**src/rtl/motor_pkg.sv**
```systemverilog
// motor_pkg: shared state encoding and constants for the stepper axis generator
package motor_pkg;
  typedef enum logic [1:0] {S_IDLE, S_DIR_SETUP, S_STEP_HIGH, S_STEP_LOW} state_t;
  localparam logic DIR_POS = 1'b1;
  localparam int COUNT_W = 32;
endpackage

```
**src/rtl/motor_step_timer.sv**
```systemverilog
// motor_step_timer: loadable down-counter, o_done while the count sits at zero
module motor_step_timer #(
  parameter int W = 8
) (
  input  logic         clk,
  input  logic         rst,
  input  logic         i_load,
  input  logic [W-1:0] i_load_val,
  output logic         o_done
);
  logic [W-1:0] r_count;
  always_ff @(posedge clk)
    r_count <= rst ? '0 : i_load ? i_load_val : r_count - W'(r_count != '0);
  assign o_done = r_count == '0;
endmodule

```
**src/rtl/motor_step_generator.sv**
```systemverilog
// motor_step_generator: turns a magnitude/direction command into STEP/DIR pulses for one axis
module motor_step_generator
  import motor_pkg::*;
#(
  parameter int STEP_PERIOD = 5000,
  parameter int PULSE_HIGH  = 100,
  parameter int DIR_SETUP   = 20
) (
  input  logic               PCLK,
  input  logic               PRESET,
  input  logic [COUNT_W-1:0] cmd_count,
  input  logic               cmd_dir,
  output logic [COUNT_W-1:0] count_out,
  output logic               dir_out,
  output logic               step,
  output logic               dir,
  output logic               busy
);
  localparam int TW = $clog2((STEP_PERIOD > DIR_SETUP ? STEP_PERIOD : DIR_SETUP) + 1);
  state_t r_state, w_next;
  logic [COUNT_W-1:0] r_count, w_count, r_pend_count;
  logic [COUNT_W:0] r_last_cmd;
  logic r_pend_dir, r_pend_valid, r_dir, w_dir, r_step;
  logic w_new, w_done, w_apply;
  logic [TW-1:0] w_load_val;
  assign w_new = {cmd_dir, cmd_count} != r_last_cmd;
  // Commands only take effect between whole pulses, never mid high or low phase
  assign w_apply = r_pend_valid && (r_state == S_IDLE || (r_state == S_STEP_LOW && w_done));
  always_comb begin
    w_next = r_state;
    w_count = r_count;
    w_dir = r_dir;
    case (r_state)
      S_DIR_SETUP: w_next = w_done ? S_STEP_HIGH : r_state;
      S_STEP_HIGH: begin
        w_next = w_done ? S_STEP_LOW : r_state;
        w_count = w_done ? r_count - COUNT_W'(r_count != '0) : r_count;
      end
      S_STEP_LOW: w_next = !w_done ? r_state : r_count == '0 ? S_IDLE : S_STEP_HIGH;
      default: w_next = r_state;
    endcase
    if (w_apply) begin
      w_count = r_pend_count;
      w_dir = r_pend_count == '0 ? r_dir : r_pend_dir;
      w_next = r_pend_count == '0 ? S_IDLE : r_pend_dir != r_dir ? S_DIR_SETUP : S_STEP_HIGH;
    end
  end
  assign w_load_val = w_next == S_DIR_SETUP ? TW'(DIR_SETUP - 1)
                    : w_next == S_STEP_HIGH ? TW'(PULSE_HIGH - 1)
                    : w_next == S_STEP_LOW  ? TW'(STEP_PERIOD - PULSE_HIGH - 1) : '0;
  motor_step_timer #(.W(TW)) u_timer (
    .clk(PCLK),
    .rst(PRESET),
    .i_load(w_next != r_state),
    .i_load_val(w_load_val),
    .o_done(w_done)
  );
  always_ff @(posedge PCLK) begin
    if (PRESET) begin
      r_state <= S_IDLE;
      r_count <= '0;
      r_dir <= DIR_POS;
      r_step <= 1'b0;
      r_last_cmd <= {DIR_POS, COUNT_W'(0)};
      r_pend_valid <= 1'b0;
      r_pend_count <= '0;
      r_pend_dir <= DIR_POS;
    end else begin
      r_state <= w_next;
      r_count <= w_count;
      r_dir <= w_dir;
      r_step <= w_next == S_STEP_HIGH;
      r_last_cmd <= {cmd_dir, cmd_count};
      r_pend_valid <= w_new || (r_pend_valid && !w_apply);
      if (w_new) begin
        r_pend_count <= cmd_count;
        r_pend_dir <= cmd_dir;
      end
    end
  end
  assign count_out = r_count;
  assign dir_out = r_dir;
  assign dir = r_dir;
  assign step = r_step;
  assign busy = r_state != S_IDLE;
endmodule
```
**config.mk**
```make
export PLATFORM = sky130hd
export DESIGN_NAME = motor_step_generator
export DESIGN_NICKNAME = d
export VERILOG_FILES = /design/src/rtl/motor_pkg.sv /design/src/rtl/motor_step_timer.sv /design/src/rtl/motor_step_generator.sv
export SDC_FILE = /design/constraint.sdc
export NUM_CORES = 1
export LEC_CHECK = 0
export CAP_MARGIN = 15
export CORE_MARGIN = 8
export CORE_UTILIZATION = 49
export CTS_CLUSTER_SIZE = 14
export DETAILED_ROUTE_END_ITERATION = 12
export HOLD_SLACK_MARGIN = 0.02
export PLACE_DENSITY = 0.78
export SETUP_SLACK_MARGIN = 0.2
export SLEW_MARGIN = 5
export SYNTH_ARGS = -nofsm -noshare
export SYNTH_HDL_FRONTEND = slang
export SYNTH_SLANG_ARGS = --single-unit
```
**constraint.sdc**
```tcl
create_clock -name PCLK -period 2.9 [get_ports PCLK]
set_input_delay 0.435 -clock PCLK [delete_from_list [all_inputs] [get_ports PCLK]]
set_output_delay 0.435 -clock PCLK [all_outputs]
set_load 0.02 [all_outputs]
```
### Yosys cells after proc, flatten, opt, wreduce, memory -nomap -nowiden

Index checks and enable logic that the tools add are counted.

| operators by class | value |
|---|---|
| reductions and logical operators | 17 |
| bitwise gates (word level) | 1 |
| equality and inequality tests | 9 |
| add/subtract/negate cells | 2 |
| multiplexer cells | 15 |

Operators with widths:

| cell | number |
|---|---|
| $mux W32 | 3 |
| $logic_not A32 Y1 | 2 |
| $mux W13 | 4 |
| $ne A33 B33 Y1 | 1 |
| $reduce_bool A32 Y1 | 1 |
| $sub A32 B1 Y32 | 1 |
| $mux W2 | 7 |
| $logic_not A13 Y1 | 1 |
| $reduce_bool A13 Y1 | 1 |
| $sub A13 B1 Y13 | 1 |
| $eq A2 B2 Y1 const B | 4 |
| $pmux W2 S3 | 1 |
| $reduce_bool A2 Y1 | 3 |
| $eq A2 B1 Y1 const B | 2 |
| $reduce_and A2 Y1 | 2 |
| $logic_and A1 B1 Y1 | 3 |
| $logic_not A2 Y1 | 1 |
| $logic_or A1 B1 Y1 | 2 |
| $ne A2 B2 Y1 | 1 |
| $logic_not A1 Y1 | 1 |
| $ne A1 B1 Y1 | 1 |
| $not A1 Y1 | 1 |

| word-level totals | value |
|---|---|
| bits of input ports | 35 |
| word-level logic and storage cells | 53 |
| output and inout bits | 36 |
| flip-flop bits (word level) | 116 |

### Longest topological paths before layout

Gate-level depths: netlist of the first run.

| depth | value |
|---|---|
| word-level depth | 10 |
| gate-level depth with buffers | 12 |
| gate-level depth less buffers | 11 |

### By module

A second synthesis of the first run with hierarchy kept.

| second synthesis, totals | value |
|---|---|
| cells, all modules | 604 |
| area total of the unflattened synthesis | 5502.8 µm² |

Modules (own cells, without submodules):

| module | instances | area each (µm²) | cells each |
|---|---|---|---|
| motor_step_generator | 1 | 4732.0 | 510 |
| motor_step_timer | 1 | 770.7 | 94 |

### Worst setup path before layout of the first run

Ideal clock, no wire load.

| path | value |
|---|---|
| path kind | reg2reg |
| from | register r_count[24] (netlist: count_out[24]) |
| to | register r_count[26] (netlist: count_out[26]) |
| period minus slack after synthesis | 2914 ps |
| stages on the path, launching flop included | 12 |
| setup time | 70 ps |
| arrival time | 2844 ps |
| setup slack | -14 ps |
| cells stage by stage | dfxtp_1 > or4_1 > or3_1 > nor3_1 > nand4_1 > ha_1 > ha_1 > nand3_1 > nor3_1 > nand3_1 > mux2_2 > a21oi_1 |

| on the way | value |
|---|---|
| longest elaborated chain between the ends | 5 |

RTL lines:

| what | line | RTL |
|---|---|---|
| start: declaration | motor_step_generator.sv:21 | `logic [COUNT_W-1:0] r_count, w_count, r_pend_count;` |
| start signal: assignment | motor_step_generator.sv:70 | `r_count <= w_count;` |
| $reduce_bool A32 Y1 | motor_step_generator.sv:37 | `w_count = w_done ? r_count - COUNT_W'(r_count != '0) : r_count;` |
| $sub A32 B1 Y32 * | motor_step_generator.sv:37 |  |
| $mux W32 * | motor_step_generator.sv:37 |  |
| $mux W32 * | motor_step_generator.sv:33 | `case (r_state)` |
| $mux W32 * | motor_step_generator.sv:42 | `if (w_apply) begin` |

Every way passes the cells marked *; elsewhere a longest branch is shown, timed or not. The select of a mux whose other input is x is not followed.
A chain may end at the register's enable or synchronous reset.

### Worst setup path after layout of the first run

Ends and elaborated chain as after synthesis.

==> summary.md, run 1 <==
| Metric | Value |
|---|---|
| Starting density of the core | 0.503 |
| CP delay by family, top | simple AND/OR/NAND/NOR gates |
| Router iterations before antenna repair | 5 |
| Post-layout min period | roughly 2700 ps |
| Max H-tree Level | 4 |
| Final wirelength | between 15 and 20 mm |
| LEAKAGE | around 2.8 nW |
| Fin nets | ~700 |
| Syn nets | roughly 620 |
| Worst setup margin | about 230 ps |
| Rows | 37 |
| Max_cap viols | 0 |
| Setup TNS | 0 ps |
| Worst path most repeated cell | ha_4 |
| Overflow after GRT | 0 |
| CP max stage cell | or4_4 |
| Peak supply drop | roughly 0.00045 V |
| Hold Path Class | in -> reg |
| Run status | finished clean |
| Syn avg cell area | 8.89 um^2 |
| Largest net degree at the start of global routing | 60 |
| ANT nets after route | 0 |
| Slew Viols, Final | 0 |
| Sequential fraction of the synthesis area | 0.449 |
| Area of the die | around 0.014 mm^2 |
| Final period utilization | 0.921 |
| RePlAce Congestion | 0.935 |
| Wire length of the first global-routing pass | 24.1 mm |
| Core ar. | 0.0103 mm^2 |
| CTS tree | built |
| Fraction of layout cells with a size suffix above 1 | 0.161 |
| Crit path max fanout | 4 |
| Max incr delay on CP | about 530 ps |
| Gr usage total | 0.211 |
| Non-Filler Instances | a little over 800 |
| Critical Path RT | 3340 ps |
| Die Wd | between 100 and 150 um |
| Worst-margin pin slew | ~1100 ps |
| Vias in the first global route | 4767 |
| FFs w/ async S/R, synth | 0 |
| Critical path class | reg -> reg |
| Skew-Pair Late Insertion Delay | between 500 and 600 ps |
| # IOs | approximately 70 |
| CTS sink cnt | around 120 |
| Max clock buf depth | 2 |
| CTS Root Buffer Type | clkbuf_8 |
| Inst Count DP | ~780 |
| Design Power | 6.37 mW |
| Critical Path AT | 3110 ps |
| Final Hold Violating Endpoints | 0 |
| Register bit count reported by yosys | about 120 |
| DRC | 0 |
| Port bufs | 70 |
| Post-synthesis cell count | a little under 600 |
| Area grow syn2layout | 34.2% |
| Top FF cell, synth | dfxtp_1 |
| Drt via density | 5.83 |
| Endpoints failing setup | 0 |
| CTS Hold Bufs | 0 |
| Reg clk slew, reported paths | ~60 ps |
| Normalized max-slew margin | 0.285 |
| Die height | 119 um |
| CP endpoint kind | flip-flop |
| Number of diodes | 0 |
| Via count | 4777 |
| Setup WS pre-CTS | 105 ps |
| WL/cell | approximately 19 um |
| PwrDens | 917 mW/mm^2 |
| Yosys cell types | 49 |
| Synth Cell Area | between 0.005 and 0.006 mm^2 |
| TritonCTS Buffers | 17 |
| RSZ-0062 raised after global routing | yes |
| 1st-iter DRT viols | 400 |
| Max Clk Rate | around 370 MHz |
| Skew final | 9.84 ps |
| Post-synth EDFFs | 0 |
| WP buf/inv | 0 |
| Yosys warning total | 0 |
| Crit path cell chain | or4_4 -> or3_4 -> nor3_4 -> nand4_1 -> ha_4 -> ha_4 -> nand3_4 -> nor3_2 -> nand3_1 -> mux2_4 -> a21oi_2 |
| Worst setup SP type | flip-flop |
| Initial antenna violation count | 0 |
| Hpwl dp | about 10 mm |
==> synth_stat cells, drive strengths merged (2+ instances only) <==
cell / number / area (um^2)
xor2: 10 / 87.6
or2: 7 / 43.8
a31oi: 14 / 87.6
a221oi: 2 / 17.5
a2bb2oi: 2 / 17.5
nand2b: 2 / 12.5
nand4: 14 / 87.6
nand3: 18 / 90.1
o21ai: 2 / 10.0
o211ai: 8 / 60.1
buf: 3 / 16.3
o311ai: 4 / 35.0
or4: 5 / 41.3
nor2b: 35 / 219
nor2: 76 / 285
nand2: 35 / 131
mux2: 2 / 22.5
dfxtp: 116 / 2320
xnor2: 40 / 350
o21a: 2 / 15.0
clkbuf: 25 / 93.8
mux2i: 32 / 320
nor4b: 2 / 17.5
nor3: 24 / 131
inv: 9 / 33.8
or3: 7 / 48.8
a21oi: 31 / 155
a211oi: 9 / 67.6
a211o: 2 / 17.5
and2: 2 / 12.5
a32oi: 2 / 17.5
ha: 5 / 62.6
a22oi: 4 / 30.0
nor4: 21 / 131
and4: 2 / 17.5
==> state kept, by name, indices dropped and copies added (netlist names) <==
name / cells
r_pend_count: 32
r_state: 2
r_pend_valid: 1
r_last_cmd: 33
u_timer.r_count: 13
step: 1
dir: 1
r_pend_dir: 1
count_out: 32
==> layout make-up <==
type	count	area [um^2]
clock inverters	14	153
repair buffers	98	925
multi-input cells	429	2910
fillers	804	3330
inverters	9	33.8
clock buffers	18	418
well taps	136	170
flip-flops and latches	116	2330
==> report_power, final <==
group	total (mW)	internal (mW)	switching, mW
logic	2.30	1.03	1.28
clock network	2.00	1.23	0.770
registers	2.07	1.81	0.260
==> kinds of logic (layout without fill, tap and decap cells) <==
| family | after synthesis | after routing | synth area share |
|---|---|---|---|
| adder cells (fa/ha/maj) | 5 | 5 | 0.0121 |
| multiplexers | 34 | 34 | 0.0663 |
| AO/OA/AOI/OAI | 85 | 85 | 0.107 |
| buffers and inverters | 37 | 139 | 0.0278 |
| flip-flops | 116 | 116 | 0.449 |
| XOR/XNOR | 50 | 50 | 0.0846 |
| AND/OR/NAND/NOR | 255 | 255 | 0.253 |
==> worst register-to-register path: cells and delay by family, from the launching register on <==
family / cells / cell delay, ps
and+or+nand+nor: 7 / 1440
DFF: 1 / 320
AOI/OAI and AO/OA: 1 / 120
muxes: 1 / 320
adders and majority gates: 2 / 410
==> path summary, 6_finish.rpt <==
path,from,endpoint,slack [ps],cells past startpoint
max,count_out[24],count_out[26],230,11
min,PRESET,r_last_cmd[29],410,2
max reg2reg,count_out[24],count_out[26],230,11
min reg2reg,count_out[31],count_out[31],500,2
==> cells in the final DEF (no fill, tap or decap), drive strengths merged, types with 4 or more instances in the layout <==
master	count
or4	5
or3	7
o211ai	8
nor3	24
buf	29
clkdlybuf4s50	69
mux2i	32
a31oi	14
o311ai	4
a211oi	9
nor4	21
or2	7
nand4	14
clkbuf	18
ha	5
nand2	35
a22oi	4
xor2	10
inv	12
clkinvlp	4
nor2b	35
clkinv	5
a21oi	31
xnor2	40
nand3	18
dfxtp	116
nor2	76
==> layer usage <==
metal | GRT usage | up-vias | part of all wire
li1 | - | 2253 | -
met1 | 0.257 | 2277 | 0.43
met2 | 0.339 | 203 | 0.47
met3 | 0.0481 | 44 | 0.060
met4 | 0.111 | 0 | 0.039
met5 | 0 | - | 0
==> what timing repair did <==
item,4_1_cts,5_1_grt
resized for setup,20,19
cloned,0,0
pin swaps,22,25
setup endpoints to repair,16,37
buffers inserted,9,0
==> per-stage QoR <==
stage	hold slack [ps]	instance area [um^2]	utilization
after floorplan	436	5210	-
after global placement	476	6130	0.596
after detailed placement	474	6130	0.596
after CTS	402	6860	0.668
after global routing	441	6940	0.676
final	415	6940	0.676
No activity file was read; power rests on OpenSTA's default activity.
==> run 2: changes to the inputs <==
- SLEW_MARGIN: 5 -> unset
==> results of run 2 <==
No change in the layout: final DEF, timing and power equal those of run 1.
